## src/rtl/omsp_watchdog_pkg.sv

```systemverilog
// Shared constants for the watchdog timer: WDTCTL bit positions, the
// write password, the read signature and the expiry tap mask helper.
package omsp_watchdog_pkg;

  // WDTCTL bit positions
  localparam int WDTHOLD  = 7;
  localparam int WDTTMSEL = 4;
  localparam int WDTCNTCL = 3;
  localparam int WDTSSEL  = 2;
  localparam int WDTIS0   = 0;

  // Upper byte of WDTCTL: password on write, signature on read
  localparam logic [7:0] WDT_PASSWORD  = 8'h5A;
  localparam logic [7:0] WDT_SIGNATURE = 8'h69;

  // Storable WDTCTL bits. CNTCL is a strobe and bits 6:5 do not exist.
  localparam logic [7:0] WDTCTL_MASK_FULL  = 8'h97;
  // Without interval mode TMSEL is not storable either.
  localparam logic [7:0] WDTCTL_MASK_NOINT = 8'h87;

  // Bits below the expiry tap selected by IS. Expiry happens on a tick
  // while all of these bits are 1.
  function automatic logic [15:0] wdt_tap_mask(input logic [1:0] wdtis);
    logic [15:0] mask;
    case (wdtis)
      2'b00:   mask = 16'h7FFF;  // tap bit 15, /32768
      2'b01:   mask = 16'h1FFF;  // tap bit 13, /8192
      2'b10:   mask = 16'h01FF;  // tap bit 9,  /512
      default: mask = 16'h003F;  // tap bit 6,  /64
    endcase
    return mask;
  endfunction

endpackage

```

## src/rtl/omsp_wdt_counter.sv

```systemverilog
// 16-bit watchdog counter with tap mux and expiry compare. Counter clear
// has priority over expiry: a clear in the expiry cycle suppresses it.
module omsp_wdt_counter
  import omsp_watchdog_pkg::*;
(
  input  logic       mclk,
  input  logic       puc_rst,
  input  logic       tick,
  input  logic       cnt_clr,
  input  logic [1:0] wdtis,
  output logic       expire
);

  logic [15:0] wdtcnt;
  logic [15:0] tap_mask;

  assign tap_mask = wdt_tap_mask(wdtis);

  // Masked compare so a change of IS mid-count never skips a wrap
  assign expire = tick & ~cnt_clr & ((wdtcnt & tap_mask) == tap_mask);

  // Counter: clear, wrap to zero on expiry, or count on tick
  always_ff @(posedge mclk or posedge puc_rst) begin
    if (puc_rst) begin
      wdtcnt <= 16'h0000;
    end else if (cnt_clr || expire) begin
      wdtcnt <= 16'h0000;
    end else if (tick) begin
      wdtcnt <= wdtcnt + 16'h0001;
    end
  end

endmodule

```

## src/rtl/omsp_watchdog.sv

```systemverilog
// Watchdog / interval timer on the peripheral bus.
// Optional feature macro: WDT_INTERVAL_MODE_EN enables interval mode
// (writable TMSEL, wdtifg and wdt_irq). Without it every expiry resets.
//
// Bus access: a transfer happens in any cycle with per_en=1; per_we!=0
// makes it a write, otherwise it is a read. There is no wait state and
// no back-pressure; read data is valid combinationally in the same cycle.
module omsp_watchdog
  import omsp_watchdog_pkg::*;
#(
  parameter logic [14:0] BASE_ADDR = 15'h0120,
  parameter int          DEC_WD    = 2,
  parameter int          WDTCTL    = 'h0
)(
  input  logic        mclk,
  input  logic        puc_rst,
  input  logic [13:0] per_addr,
  input  logic [15:0] per_din,
  input  logic        per_en,
  input  logic [1:0]  per_we,
  input  logic        aclk_en,
  input  logic        smclk_en,
  input  logic        dbg_freeze,
  input  logic        wdtie,
  input  logic        wdtifg_clr,
  output logic [15:0] per_dout,
  output logic        wdtifg,
  output logic        wdt_irq,
  output logic        wdt_reset
);

  localparam int WDTCTL_W = WDTCTL / 2;

`ifdef WDT_INTERVAL_MODE_EN
  localparam logic [7:0] CTL_MASK = WDTCTL_MASK_FULL;
`else
  localparam logic [7:0] CTL_MASK = WDTCTL_MASK_NOINT;
`endif

  logic       reg_sel;
  logic       wdtctl_sel;
  logic       wdtctl_wacc;
  logic       pw_ok;
  logic       ctl_wr;
  logic       pw_viol;
  logic [7:0] wdtctl;
  logic       hold;
  logic       tmsel;
  logic       ssel;
  logic [1:0] wdtis;
  logic       tick;
  logic       cnt_clr;
  logic       expire;

  // Address decode and write qualification
  assign reg_sel     = per_en & (per_addr[13:DEC_WD-1] == BASE_ADDR[14:DEC_WD]);
  assign wdtctl_sel  = reg_sel & (int'(per_addr[DEC_WD-2:0]) == WDTCTL_W);
  assign wdtctl_wacc = wdtctl_sel & (|per_we);
  assign pw_ok       = (per_we == 2'b11) & (per_din[15:8] == WDT_PASSWORD);
  assign ctl_wr      = wdtctl_wacc & pw_ok;
  assign pw_viol     = wdtctl_wacc & ~pw_ok;

  // Control register: only password-valid word writes update it
  always_ff @(posedge mclk or posedge puc_rst) begin
    if (puc_rst) begin
      wdtctl <= 8'h00;
    end else if (ctl_wr) begin
      wdtctl <= per_din[7:0] & CTL_MASK;
    end
  end

  assign hold    = wdtctl[WDTHOLD];
  assign tmsel   = wdtctl[WDTTMSEL];
  assign ssel    = wdtctl[WDTSSEL];
  assign wdtis   = wdtctl[WDTIS0+1:WDTIS0];
  assign tick    = (ssel ? aclk_en : smclk_en) & ~hold & ~dbg_freeze;
  assign cnt_clr = ctl_wr & per_din[WDTCNTCL];

  omsp_wdt_counter u_counter (
    .mclk    (mclk),
    .puc_rst (puc_rst),
    .tick    (tick),
    .cnt_clr (cnt_clr),
    .wdtis   (wdtis),
    .expire  (expire)
  );

  // Registered reset request; violation and expiry merge into one pulse
  always_ff @(posedge mclk or posedge puc_rst) begin
    if (puc_rst) begin
      wdt_reset <= 1'b0;
    end else begin
      wdt_reset <= (expire & ~tmsel) | pw_viol;
    end
  end

`ifdef WDT_INTERVAL_MODE_EN
  // Interval flag: a new expiry wins over a simultaneous acknowledge
  always_ff @(posedge mclk or posedge puc_rst) begin
    if (puc_rst) begin
      wdtifg <= 1'b0;
    end else if (expire & tmsel) begin
      wdtifg <= 1'b1;
    end else if (wdtifg_clr) begin
      wdtifg <= 1'b0;
    end
  end

  assign wdt_irq = wdtifg & wdtie & tmsel;
`else
  logic unused_int_inputs;
  assign unused_int_inputs = wdtie ^ wdtifg_clr;
  assign wdtifg  = 1'b0;
  assign wdt_irq = 1'b0;
`endif

  // Read mux; CNTCL is never stored so it reads back as 0
  assign per_dout = wdtctl_sel ? {WDT_SIGNATURE, wdtctl} : 16'h0000;

endmodule

```

## config.mk

```make
export PLATFORM = sky130hd
export DESIGN_NAME = omsp_watchdog
export DESIGN_NICKNAME = d
export VERILOG_FILES = /design/src/rtl/omsp_watchdog_pkg.sv /design/src/rtl/omsp_wdt_counter.sv /design/src/rtl/omsp_watchdog.sv
export SDC_FILE = /design/constraint.sdc
export NUM_CORES = 1
export LEC_CHECK = 0
export BUFFER_PORTS_ARGS = -buffer_cell sky130_fd_sc_hd__buf_2
export CAP_MARGIN = 20
export CELL_PAD_IN_SITES_DETAIL_PLACEMENT = 0
export CELL_PAD_IN_SITES_GLOBAL_PLACEMENT = 1
export CORE_AREA = 2 2 73 68
export CTS_CLUSTER_DIAMETER = 40
export DETAILED_ROUTE_END_ITERATION = 12
export DIE_AREA = 0 0 75 70
export PLACE_DENSITY = 0.71
export SYNTH_ARGS = -nofsm -noshare
export SYNTH_HDL_FRONTEND = slang
export SYNTH_SLANG_ARGS = --single-unit
export TNS_END_PERCENT = 1
```

## constraint.sdc

```tcl
create_clock -name mclk -period 1.69 [get_ports mclk]
set_input_delay 0.0845 -clock mclk [delete_from_list [all_inputs] [get_ports mclk]]
set_output_delay 0.0845 -clock mclk [all_outputs]
set_load 0.03 [all_outputs]
```

# Yosys cells after proc, flatten, opt, wreduce, memory -nomap -nowiden
# Index checks and enable logic that the tools add are counted.
dict set report totals {
  ff_bits 21
  in_bits 40
  output_inout_bits 19
  elab_cells 37
}
dict set report classes {
  addsub 1
  n_eq_ne 6
  mux 5
  bitwise_logic 18
  reduce_logical 4
}
# operator n
set op_table {}
lappend op_table {{15-bit case mux with 3 select lines} 1}
lappend op_table {{16-bit two-way mux} 2}
lappend op_table {{16-bit by 1-bit adder with 16-bit output, second input constant} 1}
lappend op_table {{16-bit by 15-bit AND with 16-bit output} 1}
lappend op_table {{16-bit by 15-bit == test with 1-bit output} 1}
lappend op_table {{15-bit two-way mux} 1}
lappend op_table {{13-bit by 7-bit == test with 1-bit output, second input constant} 1}
lappend op_table {{1-bit AND} 11}
lappend op_table {{8-bit by 7-bit == test with 1-bit output, second input constant} 1}
lappend op_table {{1-bit NOT} 5}
lappend op_table {{2-bit == test, second input constant} 2}
lappend op_table {{2-bit by 1-bit == test with 1-bit output, second input constant} 1}
lappend op_table {{2-bit zero test} 1}
lappend op_table {{2-bit nonzero test} 1}
lappend op_table {{2-bit OR reduction} 1}
lappend op_table {{1-bit logical OR} 1}
lappend op_table {{1-bit two-way mux} 1}
lappend op_table {{1-bit bitwise OR} 1}

# Longest topological paths before layout
dict set report depth {
  word_depth 11
  depth_mapped 6
  mapped_depth_nobuf 5
}

# Cells and area by module
# From an unflattened synthesis, not the netlist that was laid out.
dict set report hier_totals {
  hier_cells 123
  area_unflattened_um2 1317.5
}
# mod n_inst cells_each area_per_inst_um2 seq_area_each_um2
set modules_own_cells {}
lappend modules_own_cells {omsp_wdt_counter 1 79 868.3 375.4}
lappend modules_own_cells {omsp_watchdog 1 44 449.2 125.1}

# Worst setup path before layout
# No wires, ideal clock.
dict set report synth_path {
  path_type {reg-to-reg}
  from {register u_counter.wdtcnt[0]}
  to {register u_counter.wdtcnt[4]}
  setup_ns 0.138
  arrival_time_ns 1.675
  required_ns 1.552
  path_slack_ns -0.123
  stages_incl_launch_ff 7
  path_buffers 1
  period_less_slack_ns 1.813
  cell_sequence {dfrtp_1 > ha_1 > or3b_4 > or3_4 > nor3_2 > buf_6 > nor3_1}
}
dict set report synth_between {
  elab_chain_len 5
  word_cells_on_any_way 8
  classes_between {1 x add/sub; 1 x eq/ne; 2 x mux; 2 x bitwise; 2 x reduce/logical}
}
# element line_no
set synth_lines {}
lappend synth_lines {{start: declaration} omsp_wdt_counter.sv:14} ;# logic [15:0] wdtcnt;
lappend synth_lines {{start signal: assignment} omsp_wdt_counter.sv:29} ;# wdtcnt <= wdtcnt + 16'h0001;
lappend synth_lines {{branches (longest 5 deep; another with 16-bit by 1-bit adder with 16-bit output)} --}
# Several ways; the timed one is not identified. The select of a mux whose other input is x is not followed.
# A chain may end at the register's enable or synchronous reset.

# Final worst setup path
dict set report layout_path {
  from {register u_counter.wdtcnt[1]}
  to {register wdt_reset}
}
dict set report layout_between {
  elab_chain_len 4
}
# element line_no
set layout_lines {}
lappend layout_lines {{16-bit by 15-bit AND with 16-bit output} omsp_wdt_counter.sv:20} ;# assign expire = tick & ~cnt_clr & ((wdtcnt & tap_mask) == tap_mask);
lappend layout_lines {{16-bit by 15-bit == test with 1-bit output} omsp_wdt_counter.sv:20}
lappend layout_lines {{1-bit AND} omsp_wdt_counter.sv:20}
lappend layout_lines {{1-bit bitwise OR} omsp_watchdog.sv:93} ;# wdt_reset <= (expire & ~tmsel) | pw_viol;
lappend layout_lines {{end signal: assignment} omsp_watchdog.sv:93}
lappend layout_lines {{end: declaration} omsp_watchdog.sv:29} ;# output logic wdt_reset
# No other way between the ends.

==> impl_metrics.csv <==
group,metric,value,unit
outcome,status,"complete, but fails checks",
outcome,violations,"setup timing",
min_path,hold_class,"in2reg",
clocking,root_buffer,"clkbuf_8",
synthesis,syn_inst,135,
clocking,cts_tree,"done",
drt,viasPerCell,4.68,
clocking,clk_latency,260,ps
timing,tns,-825,ps
floorplanning,die-width,75,µm
clocking,cts_sinks,20,
cells_and_area,fin_cells,253,
worst_setup_path,cp-start-kind,"flip-flop",
clocking,cts_made_buffers,3,
timing,fin_hold_ws,47.0,ps
run,max_cap_violations,0,
cells_and_area,layout_common_cells,"buf_2, dfrtp_1, buf_4",
placed_design,portBuffers,43,
worst_setup_path,worstSetupPathType,"reg2reg",
cells_and_area,syn2layout_area_growth,29.9,%
synthesis,synth.ff_latch_count,20,
drt,num_vias,1184,
drt,drc,0,
timing,clock_skew,8.92,ps
cells_and_area,drive_gt1_share,41.5,%
cells_and_area,nNetsFinal,230,
global_routing,grt.overflow.total,0,
placed_design,dpl-instance-area,1650,µm²
power,p_per_area,788,nW/µm²
placed_design,place_congestion,0.732,
global_routing,grt_start_max_net_pins,21,
clocking,path_clk_slew,80,ps
global_routing,grt_first_pass_wirelength,5220,µm
drt,routed_wl,3040,µm
timing,max_freq,0.560,GHz
placed_design,dp.cells,248,
floorplanning,core_area,4590,µm²
global_routing,grt_pass1_vias,1149,
placed_design,pre_cts_slack,-82.8,ps
synthesis,yosysTopAreaCell,"dfrtp_1",
global_routing,track_usage,12.6,%
placed_design,hpwl,2380,µm
worst_setup_path,critical_path.endpoint_type,"flip-flop",
synthesis,ys_warn_count,0,
timing,rsz0062_at_grt,"yes",
drt,first_pass_iters,4,
clocking,clk_path_buf_depth,2,
timing,maxSlewViolCount,0,
floorplanning,io_pins,59,
worst_setup_path,worstPathArrival,1990,ps
power,p_leak,0.831,nW
synthesis,synth_area,1340,µm²
global_routing,antenna_found_initial,0,
floorplanning,start_util,29.1,%
timing,final-hold-violation-count,0,
floorplanning,fp.dieH,70,µm
synthesis,ys_seq_area_share,37.4,%
clocking,htreeDepth,1,
synthesis,yosysTopAreaCellShare,37.4,%
timing,period_share,106,%
drt,drtIter0Drc,71,
synthesis,syn_area_per_cell,9.91,µm²
timing,setup_ws,-96.0,ps
drt,wl_per_cell,12.0,µm
cells_and_area,final_area,1740,µm²
synthesis,synth_cell_types,49,
floorplanning,dieArea,5250,µm²
floorplanning,fp-row-count,24,
cells_and_area,antennaDiodeCount,0,
cells_and_area,final_common_cell,"buf_2",
worst_setup_path,critPathMaxFanout,6,
timing,period_minus_slack,1790,ps
worst_setup_path,required,1900,ps
clocking,post_cts_buffers,0,
drt,drtAntennaViolNets,0,
timing,finalSetupViolations,12,
power,ir_worst_vdd,0.000489,V
synthesis,synth_area_leaders,"dfrtp_1, buf_4, mux2_2, nor3_1, xor2_1",
## registers in the layout, summed over array words and instances (netlist names)
register / cells
u_counter.wdtcnt: 15
wdtctl: 4
wdt_reset: 1
## Yosys cell counts, drive strengths merged
cell type,count
nand3,3
ha,1
inv,5
or2,1
and4,3
o21ai,5
o2111ai,1
nor4,1
nor3b,2
or3,6
nand2,4
nor4bb,2
nor4b,2
a31oi,3
nand4b,1
o211ai,3
a32o,1
dfrtp,20
buf,17
and2b,1
nand4,3
a41oi,1
clkbuf,1
a21o,1
and4bb,1
nor3,9
and2,4
a22oi,1
a21oi,5
a211oi,3
xnor2,2
conb,1
nor2,3
o31ai,1
and3,2
xor2,4
and4b,2
a2bb2oi,1
mux2i,2
mux2,5
or3b,1
## kinds of logic after synthesis
kind of cell / count (synthesis) / synth area share [%]
buffers and inverters: 23 / 12.1
AO/OA/AOI/OAI: 26 / 13.4
multiplexers: 7 / 5.71
adder cells (fa/ha/maj): 1 / 0.935
flip-flops: 20 / 37.4
AND/OR/NAND/NOR: 51 / 26.3
XOR/XNOR: 6 / 3.93
other: 1 / 0.280
## path summary, 6_finish.rpt
kind / slack [ps] / depth (start not counted) / startpoint / end
max: -100 / 6 / u_counter.wdtcnt[1] / wdt_reset
min: 50 / 2 / per_din[0] / wdtctl[0]
max reg2reg: -100 / 6 / u_counter.wdtcnt[1] / wdt_reset
min reg2reg: 590 / 2 / u_counter.wdtcnt[12] / u_counter.wdtcnt[12]
max in group asynchronous: 1090 / 4 / puc_rst / u_counter.wdtcnt[4]
min in group asynchronous: 380 / 4 / puc_rst / u_counter.wdtcnt[0]
## critical path, cell delays in order, from the launching register on
cell     delay (ps)
dfrtp_1         370
ha_1            140
or3b_4          390
or3_4           390
nor3_4          170
buf_6           150
a32o_1          120
## per-stage QoR
step | power (mW) | util [%]
3_3_place_gp | 0.876 | 35.9
2_1_floorplan | 0.795 | -
4_1_cts | 1.38 | 37.7
5_1_grt | 1.45 | 37.8
3_5_place_dp | 0.889 | 35.9
6_report | 1.37 | 37.8
## area by class of cell
| cell class | instances | area (µm²) |
|---|---|---|
| Clock buffer | 3 | 41.3 |
| Timing Repair Buffer | 58 | 350 |
| Tap cell | 65 | 81.3 |
| Multi-Input combinational cell | 101 | 716 |
| Inverter | 5 | 18.8 |
| Clock inverter | 1 | 30.0 |
| Fill cell | 476 | 2860 |
| Sequential cell | 20 | 500 |
## per-layer routing
metal,share of wire (%),track usage [%],vias to the layer above
li1,-,-,593
met1,47,18.4,540
met2,46,19.0,47
met3,5.6,2.60,4
met4,1.3,2.98,0
met5,0,0,-
## report_power, final
part / total [mW] / switching (mW) / leakage, nW / internal (mW)
combinational: 0.279 / 0.134 / 0.525 / 0.145
clock: 0.486 / 0.169 / 0.0357 / 0.316
sequential: 0.605 / 0.0619 / 0.270 / 0.543
## timing repair
action	CTS	global route
cloned	0	0
endpoints found under the hold margin	20	0
hold buffers	1	0
setup endpoints to repair	12	14
resized for setup	1	1
Note: power is estimated with default switching activity, not from simulation.
